**src/rtl/seq_div_32.sv**
```systemverilog
// Multi-cycle unsigned restoring divider: one trial subtraction per clock,
// WIDTH steps per division, with a one-edge shortcut for a zero divisor.
module seq_div_32 #(
  parameter int WIDTH = 32
) (
  input  logic             clk,
  input  logic             rst_n,
  input  logic             start,
  input  logic [WIDTH-1:0] dividend_in,
  input  logic [WIDTH-1:0] divisor_in,
  output logic [WIDTH-1:0] quotient_out,
  output logic [WIDTH-1:0] remainder_out,
  output logic             busy,
  output logic             done,
  output logic             div_by_zero
);

  localparam int CW = $clog2(WIDTH + 1);

  typedef enum logic [1:0] {
    IDLE = 2'd0,
    RUN  = 2'd1,
    DONE = 2'd2
  } state_e;

  state_e           state_q, state_d;
  logic [CW-1:0]    count_q, count_d;
  logic [WIDTH:0]   part_q, part_d;
  logic [WIDTH-1:0] shq_q, shq_d;
  logic [WIDTH-1:0] divisor_q, divisor_d;
  logic [WIDTH-1:0] quot_q, quot_d;
  logic [WIDTH-1:0] rem_q, rem_d;
  logic             dbz_q, dbz_d;

  logic [WIDTH:0]   shifted;
  logic [WIDTH+1:0] trial;
  logic             noBorrow;
  logic [WIDTH:0]   partNext;
  logic [WIDTH-1:0] shqNext;

  // Trial subtraction as an add of the inverted divisor with carry-in 1;
  // a carry out of the top bit means the divisor fit.
  always_comb begin
    shifted  = {part_q[WIDTH-1:0], shq_q[WIDTH-1]};
    trial    = {1'b0, shifted} + {1'b0, ~{1'b0, divisor_q}} + (WIDTH+2)'(1);
    noBorrow = trial[WIDTH+1];
    partNext = noBorrow ? trial[WIDTH:0] : shifted;
    shqNext  = {shq_q[WIDTH-2:0], noBorrow};
  end

  always_comb begin
    state_d   = state_q;
    count_d   = count_q;
    part_d    = part_q;
    shq_d     = shq_q;
    divisor_d = divisor_q;
    quot_d    = quot_q;
    rem_d     = rem_q;
    dbz_d     = dbz_q;
    case (state_q)
      IDLE, DONE: begin
        if (start) begin
          divisor_d = divisor_in;
          dbz_d     = 1'b0;
          if (divisor_in != '0) begin
            state_d = RUN;
            count_d = '0;
            part_d  = '0;
            shq_d   = dividend_in;
          end else begin
            state_d = DONE;
            quot_d  = '1;
            rem_d   = dividend_in;
            dbz_d   = 1'b1;
          end
        end else if (state_q == DONE) begin
          state_d = IDLE;
        end
      end
      RUN: begin
        part_d  = partNext;
        shq_d   = shqNext;
        count_d = count_q + CW'(1);
        if (count_q == CW'(WIDTH - 1)) begin
          state_d = DONE;
          quot_d  = shqNext;
          rem_d   = partNext[WIDTH-1:0];
        end
      end
      default: state_d = IDLE;
    endcase
  end

  always_ff @(posedge clk or negedge rst_n) begin
    if (!rst_n) begin
      state_q   <= IDLE;
      count_q   <= '0;
      part_q    <= '0;
      shq_q     <= '0;
      divisor_q <= '0;
      quot_q    <= '0;
      rem_q     <= '0;
      dbz_q     <= 1'b0;
    end else begin
      state_q   <= state_d;
      count_q   <= count_d;
      part_q    <= part_d;
      shq_q     <= shq_d;
      divisor_q <= divisor_d;
      quot_q    <= quot_d;
      rem_q     <= rem_d;
      dbz_q     <= dbz_d;
    end
  end

  assign quotient_out  = quot_q;
  assign remainder_out = rem_q;
  assign busy          = (state_q == RUN);
  assign done          = (state_q == DONE);
  assign div_by_zero   = dbz_q;

endmodule

```
**config.mk**
```make
export PLATFORM = sky130hd
export DESIGN_NAME = seq_div_32
export DESIGN_NICKNAME = d
export VERILOG_FILES = /design/src/rtl/seq_div_32.sv
export SDC_FILE = /design/constraint.sdc
export NUM_CORES = 1
export LEC_CHECK = 0
export CAP_MARGIN = 20
export CORE_MARGIN = 5
export CORE_UTILIZATION = 44
export DETAILED_ROUTE_END_ITERATION = 10
export PLACE_DENSITY = 0.7
export SYNTH_ARGS = -nofsm -noshare
export SYNTH_HDL_FRONTEND = slang
export SYNTH_SLANG_ARGS = --single-unit
export TNS_END_PERCENT = 5
```
**constraint.sdc**
```tcl
create_clock -name clk -period 2.8 [get_ports clk]
set_clock_uncertainty 0.2 [all_clocks]
set_input_delay 0.84 -clock clk [delete_from_list [all_inputs] [get_ports clk]]
set_output_delay 0.84 -clock clk [all_outputs]
set_load 0.01 [all_outputs]
```
==> out/metrics.cfg, run 1 <==
[worst_setup_path]
max_stage_delay_ns = 0.39
critPathArrivalTime_ns = 3.17
path_cells = inv_2, ha_4, and2_4, a221o_1, o2111a_2, o31a_1, o21a_1, or3_1, a32oi_2, a31oi_1
reg2reg_from = divisor_q[3]
critPathLaunchType = flip-flop
worst-path-stages = 10
slowest_stage = dfrtp_1
cp_num_buf_inv = 1
reg2reg_setup_slack_ns = -0.27
cp_max_fo = 4
reg2reg_to = remainder_out[19]
reg2reg_depth = 10
end_kind = flip-flop
cpLargestDelayFamily = compound AO/OA/AOI/OAI gates
critPathKind = reg2reg
cp_data_required_time_ns = 2.90

[global_route]
grt_max_degree = 106
grt-ovfl-total = 0
grt_usage_pct = 22.15
grt_pass1_wl_um = 42590
busiest_layer = met2
use_met2_pct = 34.99
use_met3_pct = 3.777
antenna_found_initial = 0
grtUsageMet1_pct = 31.67
grt_pass1_vias = 8311

[route]
dr.pass1.iters = 6
totalWireLength_um = 26530
antenna_left = 0
via_per_inst = 5.451
vias = 8455
drtIter0Drc = 866
drc = 0
wl_per_cell_um = 17.11

[clock_network]
htree_levels = 4
cts_tree = yes
clk_path_buf_depth = 2
clkSinkCount = 169
hold_buffers = 0
clkTransAtPathRegs_ns = 0.07
clock-root-buffer = clkbuf_16
cts_buffers = 17
worstSkewPairLatency_ns = 0.43

[power]
peakVddDrop_mv = 0.7870
p_leak_uw = 0.005752
power_density_nw_per_um2 = 1432

[layout]
syn2layout_area_growth_pct = 44.71
finalNonFillerCells = 1551
fin_nets = 1369
fin_util_pct = 64.10
drive_above_1_share_pct = 26.15
fillCellCount = 1617
diodes = 0

[logic_synthesis]
synth_top_cell_by_area = dfrtp_1
synth_top_area_share_pct = 47.49
synth-main-ff-cell = dfrtp_1
yosysUniqueCellTypes = 63
syn_inst = 988
synth_edf_count = 0
async_flop_share_pct = 100.0
synth_warnings = 0
syn_nets = 1089
synth_area_per_cell_um2 = 9.013
ys_ff_latch = 169
synth_seq_area_share_pct = 47.49
synth.area.top_cells = dfrtp_1 (47%), nand2_1 (7.9%), nor2_1 (5.2%), ha_1 (4.6%), a31oi_1 (4.6%)
syn_area_um2 = 8905

[placement]
dp.cells = 1507
pre_cts_slack_ns = -0.5408
portBuffers = 133
dpl.hpwl_um = 18780
place_congestion = 0.8994

[outcome]
status = complete, but fails checks
violations = negative setup slack

[floorplanning]
die_x_um = 152.3
die-area_um2 = 23180
rows = 52
core_area_um2 = 20100
initial_core_util_pct = 44.29
die_y_um = 152.3
ios = 134

[sta]
worst_slack_ns = -0.2716
slew_viol_final = 0
relSlewSlack_pct = 32.77
rsz0062_at_grt = yes
fmax_mhz = 325.6
fin_tns_setup_ns = -10.71
hold_ws_ns = 0.1474
setup_viol = 65
timing.final.crit_period_ns = 3.072
worst_pin_slew_ns = 1.008
fin_crit_sh_pct = 109.7
final-hold-violation-count = 0

[min_path]
hold_path_class = in2async

[flow_run]
maxCapViolations = 0

## worst reg2reg max path: stages (launching register included)
cell and delay, ns:
dfrtp_1 0.39, inv_2 0.11, ha_4 0.21, and2_4 0.13, a221o_1 0.34, o2111a_2 0.33
o31a_1 0.27, o21a_1 0.18, or3_1 0.36, a32oi_2 0.29, a31oi_1 0.13
## power breakdown
part	internal [uW]	switching, uW
clock	1350	1060
combinational	5910	5810
sequential	3570	745
## layer usage
layer	share of wire, %	vias to the layer above	wire (um)
met2	47	333	12350
met4	2.2	0	587
met1	44	4030	11760
met3	6.9	46	1833
li1	-	4046	-
met5	0	-	0
## cell type report
cell class	instances	area [um2]	share of cell area [%]
multi-input cells	716	4634	35.96
flip-flops and latches	169	4230	32.83
repair buffers	317	2910	22.58
clock buffers	19	432.9	3.360
well taps	270	337.8	2.622
inverters	47	178.9	1.388
clock inverters	13	161.4	1.253
## through the flow
stage | total power (uW) | area (um2)
global placement | 14220 | 11750
finish | 18450 | 12890
CTS | 17600 | 12650
global route | 19670 | 12890
floorplan | 9733 | 8930
detailed placement | 14470 | 11750
## cells in the final DEF, fill, tap and decap left out, types with 7 or more instances in the layout
cell type and instances:
nand2_1 182, dfrtp_1 168, buf_4 166, clkdlybuf4s50_1 130, nor2_1 119, a31oi_1 64, a21oi_1 51, inv_1 42
mux2_2 32, o21ai_0 27, ha_1 21, clkbuf_16 20, nand3_1 14, a22oi_2 12, a21o_1 10, xnor2_1 10
a22oi_1 10, nand4_1 9, ha_4 9, buf_12 9, o21a_1 8, a32oi_2 8, xor2_1 8, a21oi_2 7
## worst max path at each step
| stage | start | end |
|---|---|---|
| finish | divisor_q[3] | remainder_out[19] |
| global route | divisor_q[4] | remainder_out[19] |
| CTS | divisor_q[4] | remainder_out[19] |
| detailed placement | divisor_in[1] | shq_q[31] |
| global placement | divisor_in[1] | shq_q[31] |
| floorplan | part_q[14] | remainder_out[28] |
## state kept, by name (all words and copies together), names as in the netlist
| register | count |
|---|---|
| quotient_out | 32 |
| part_q | 32 |
| shq_q | 32 |
| count_q | 6 |
| divisor_q | 32 |
| remainder_out | 32 |
| state_q | 2 |
| div_by_zero | 1 |
## kinds of logic (layout without fill, tap and decap cells)
| group | Yosys count | after routing | share of synthesized area [%] |
|---|---|---|---|
| simple gates | 386 | 386 | 18.34 |
| xor+xnor | 18 | 18 | 1.770 |
| mux | 33 | 33 | 4.173 |
| buf+inv | 103 | 396 | 5.044 |
| fa+ha+maj | 34 | 34 | 4.862 |
| compound gates | 245 | 245 | 18.32 |
| flops | 169 | 169 | 47.49 |
## Yosys cell counts (8+ instances only)
master	instances
nor2_1	123
xor2_1	8
nand3_1	14
xnor2_1	10
clkbuf_1	36
a31oi_1	65
dfrtp_1	169
nand2_1	188
ha_1	33
nor4_1	8
a21oi_1	59
o21ai_0	32
a22oi_1	21
inv_1	46
mux2_2	33
nand4_1	9
a21o_1	11
o21a_1	8
## what timing repair did
item	4_1_cts	5_1_grt
cloned	0	3
endpoints found under the setup margin	72	133
gates resized for setup	53	32
buffers inserted	8	4
pin swaps	45	29
(Power assumes the default switching activity.)
==> inputs of run 2 (changes only) <==
--- a/config.mk
+++ b/config.mk
@@ -8,6 +8,7 @@
 export CAP_MARGIN = 20
 export CORE_MARGIN = 5
 export CORE_UTILIZATION = 44
+export CTS_CLUSTER_SIZE = 30
 export DETAILED_ROUTE_END_ITERATION = 10
 export PLACE_DENSITY = 0.7
 export SYNTH_ARGS = -nofsm -noshare
==> results of run 2 <==
No change in the layout: final DEF, timing and power equal those of run 1.
==> inputs of run 3 (changes only) <==
--- a/config.mk
+++ b/config.mk
@@ -5,12 +5,11 @@
 export SDC_FILE = /design/constraint.sdc
 export NUM_CORES = 1
 export LEC_CHECK = 0
-export CAP_MARGIN = 20
 export CORE_MARGIN = 5
 export CORE_UTILIZATION = 44
 export CTS_CLUSTER_SIZE = 30
 export DETAILED_ROUTE_END_ITERATION = 10
-export PLACE_DENSITY = 0.7
+export PLACE_DENSITY_LB_ADDON = 0.15
 export SYNTH_ARGS = -nofsm -noshare
 export SYNTH_HDL_FRONTEND = slang
 export SYNTH_SLANG_ARGS = --single-unit
==> run 3 against run 2 <==
Effect of this change:
- the flow still finishes with violations (negative setup slack)
- sequential power hardly changed
- register-to-register slack hardly changed
- hold slack worse by 0.050 ns
- via count is 1.3% lower
- worst setup slack worse by 0.0022 ns
- design area is 0.47% higher
- flip-flop and latch count stayed put
- count of clock-buffer cells in the layout is 2 lower
- utilization is 0.30 points higher
- sequential share of layout area is 0.15 points lower
- largest power group unchanged
==> out/metrics.cfg, run 3 (synthesis gave the netlist of run 1 again) <==
[clock_network]
cts_tree = yes
cts_buffers = 17  ; unchanged
clk_path_buf_depth = 2  ; unchanged
htree_levels = 4  ; unchanged
clkTransAtPathRegs_ns = 0.07  ; about the same
clock-root-buffer = clkbuf_16
clkSinkCount = 169  ; unchanged
worstSkewPairLatency_ns = 0.43  ; about the same
hold_buffers = 0  ; unchanged

[sta]
timing.final.crit_period_ns = 3.074  ; +0.002245 ns
setup_viol = 66  ; +1.5%
fin_tns_setup_ns = -12.13  ; -1.427 ns
slew_viol_final = 0  ; unchanged
worst_slack_ns = -0.2738  ; -0.002245 ns
hold_ws_ns = 0.09711  ; -0.05030 ns
relSlewSlack_pct = 41.08  ; +8.3 points
worst_pin_slew_ns = 0.8837  ; -0.1247 ns
rsz0062_at_grt = yes
final-hold-violation-count = 0  ; unchanged
fmax_mhz = 325.3  ; about the same
fin_crit_sh_pct = 109.8  ; about the same

[worst_setup_path]
end_kind = flip-flop
critPathArrivalTime_ns = 3.23  ; +0.06 ns
critPathLaunchType = flip-flop
cp_data_required_time_ns = 2.96  ; +0.06 ns
reg2reg_to = remainder_out[17]
critPathKind = reg2reg
cp_max_fo = 8  ; +4
reg2reg_setup_slack_ns = -0.27  ; about the same
reg2reg_depth = 13  ; +3
reg2reg_from = part_q[17]

[floorplanning]
die_x_um = 152.3  ; unchanged
core_area_um2 = 20100  ; unchanged
initial_core_util_pct = 44.29  ; unchanged
die-area_um2 = 23180  ; unchanged
die_y_um = 152.3  ; unchanged
rows = 52  ; unchanged
ios = 134  ; unchanged

[global_route]
grt_max_degree = 94  ; -11%
grt_usage_pct = 22.21  ; +0.064 points
grt_pass1_vias = 7999  ; -3.8%
antenna_found_initial = 0  ; unchanged
grt-ovfl-total = 0  ; unchanged
grt_pass1_wl_um = 42170  ; -0.97%

[power]
power_density_nw_per_um2 = 1418  ; -0.97%
p_leak_uw = 0.005782  ; +0.52%
power_uw = 18360  ; -0.50%
peakVddDrop_mv = 0.8925  ; +13%

[route]
via_per_inst = 5.346  ; -1.9%
dr_wl_met3_um = 1561  ; -15%
antenna_left = 0  ; unchanged
vias = 8345  ; -1.3%
wl_per_cell_um = 16.64  ; -2.7%
drc = 0  ; unchanged
drtIter0Drc = 762  ; -12%
dr.pass1.iters = 5  ; -1
totalWireLength_um = 25980  ; -2.1%
routed.top_layer = met4
wl_met2_um = 11690  ; -5.4%
wl_met1_um = 12370  ; +5.1%

[layout]
most-common-layout-cells = nand2_1 (180), buf_4 (175), dfrtp_1 (168)
fin_nets = 1380  ; +0.80%
syn2layout_area_growth_pct = 45.38
register_area_um2 = 4230  ; unchanged
diodes = 0  ; unchanged
final_common_cell = nand2_1
fillCellCount = 1652  ; +2.2%
multi_input_area_um2 = 4606  ; -0.62%
drive_above_1_share_pct = 26.26  ; +0.11 points
stdcell_area_um2 = 12950  ; +0.47%

[placement]
place_congestion = 0.9122  ; +1.4%
pre_cts_slack_ns = -0.7090  ; -0.1682 ns
dpl.hpwl_um = 18770  ; about the same
portBuffers = 133  ; unchanged
placedInstanceArea_um2 = 11810  ; +0.49%

[min_path]
hold_path_class = in2async

[outcome]
status = complete, but fails checks
violations = negative setup slack

[flow_run]
maxCapViolations = 0  ; unchanged

run 3: cell count changes in the layout (fill, tap and decap cells not counted), sizes merged, moves of 2 or more:
| cell | change |
|---|---|
| bufinv | -2 |
| dlymetal6s2s | -2 |
| clkdlybuf4s50 | +2 |
| clkinv | +4 |
| clkbuf | -4 |
| buf | +13 |
run 3: worst max-delay path: stages (launching register included):
cell	delay [ns]
dfrtp_1	0.44
ha_1	0.36
a21oi_1	0.25
o22ai_1	0.12
o41a_1	0.37
nor3_1	0.20
a21oi_2	0.10
buf_4	0.15
nor2_4	0.16
buf_6	0.13
buf_12	0.11
buf_12	0.13
a22oi_2	0.11
a31oi_1	0.17
run 3: how the worst max path moves through the flow:
| stage | from | to | slack, ns | cells past startpoint |
|---|---|---|---|---|
| floorplan | part_q[14] | remainder_out[28] | -0.05 | 10 |
| global placement | divisor_in[1] | remainder_out[14] | -0.66 | 9 |
| detailed placement | divisor_in[0] | remainder_out[18] | -0.71 | 9 |
| CTS | divisor_q[3] | remainder_out[17] | -0.24 | 14 |
| global route | part_q[17] | remainder_out[4] | -0.42 | 13 |
| finish | part_q[17] | remainder_out[17] | -0.27 | 13 |
run 3: timing repair:
| item | CTS | global route |
|---|---|---|
| gates resized for setup | 54 | 20 |
| gates cloned | 2 | 1 |
| pin swaps | 55 | 16 |
| hold endpoints to repair | 0 | 0 |
| setup buffers | 19 | 0 |
| setup endpoints to repair | 132 | 134 |
run 3: layout make-up:
| type | instances | area share [%] |
|---|---|---|
| Inverter | 47 | 1.363 |
| Clock inverter | 14 | 1.208 |
| Multi-Input combinational cell | 716 | 35.58 |
| Timing Repair Buffer | 328 | 23.28 |
| Tap cell | 270 | 2.609 |
| Sequential cell | 169 | 32.68 |
| Clock buffer | 17 | 3.286 |
run 3: per-layer routing:
metal  vias to the layer above  global-route usage [%]
met1                      4022                   32.59
li1                       4039                       -
met2                       261                   34.06
met3                        23                   4.260
met4                         0                   5.565
met5                         -                       0
run 3: power by group:
| group | switching, uW | internal [uW] | leakage (uW) |
|---|---|---|---|
| Sequential | 737 | 3570 | 0.00197 |
| Combinational | 5720 | 6030 | 0.00353 |
| Clock | 1110 | 1190 | 0.000282 |
run 3: metrics by stage:
stage,util (%),std cells
floorplan,-,988
global placement,58.74,1511
detailed placement,58.74,1511
CTS,63.78,1560
global route,64.40,1561
finish,64.40,1561
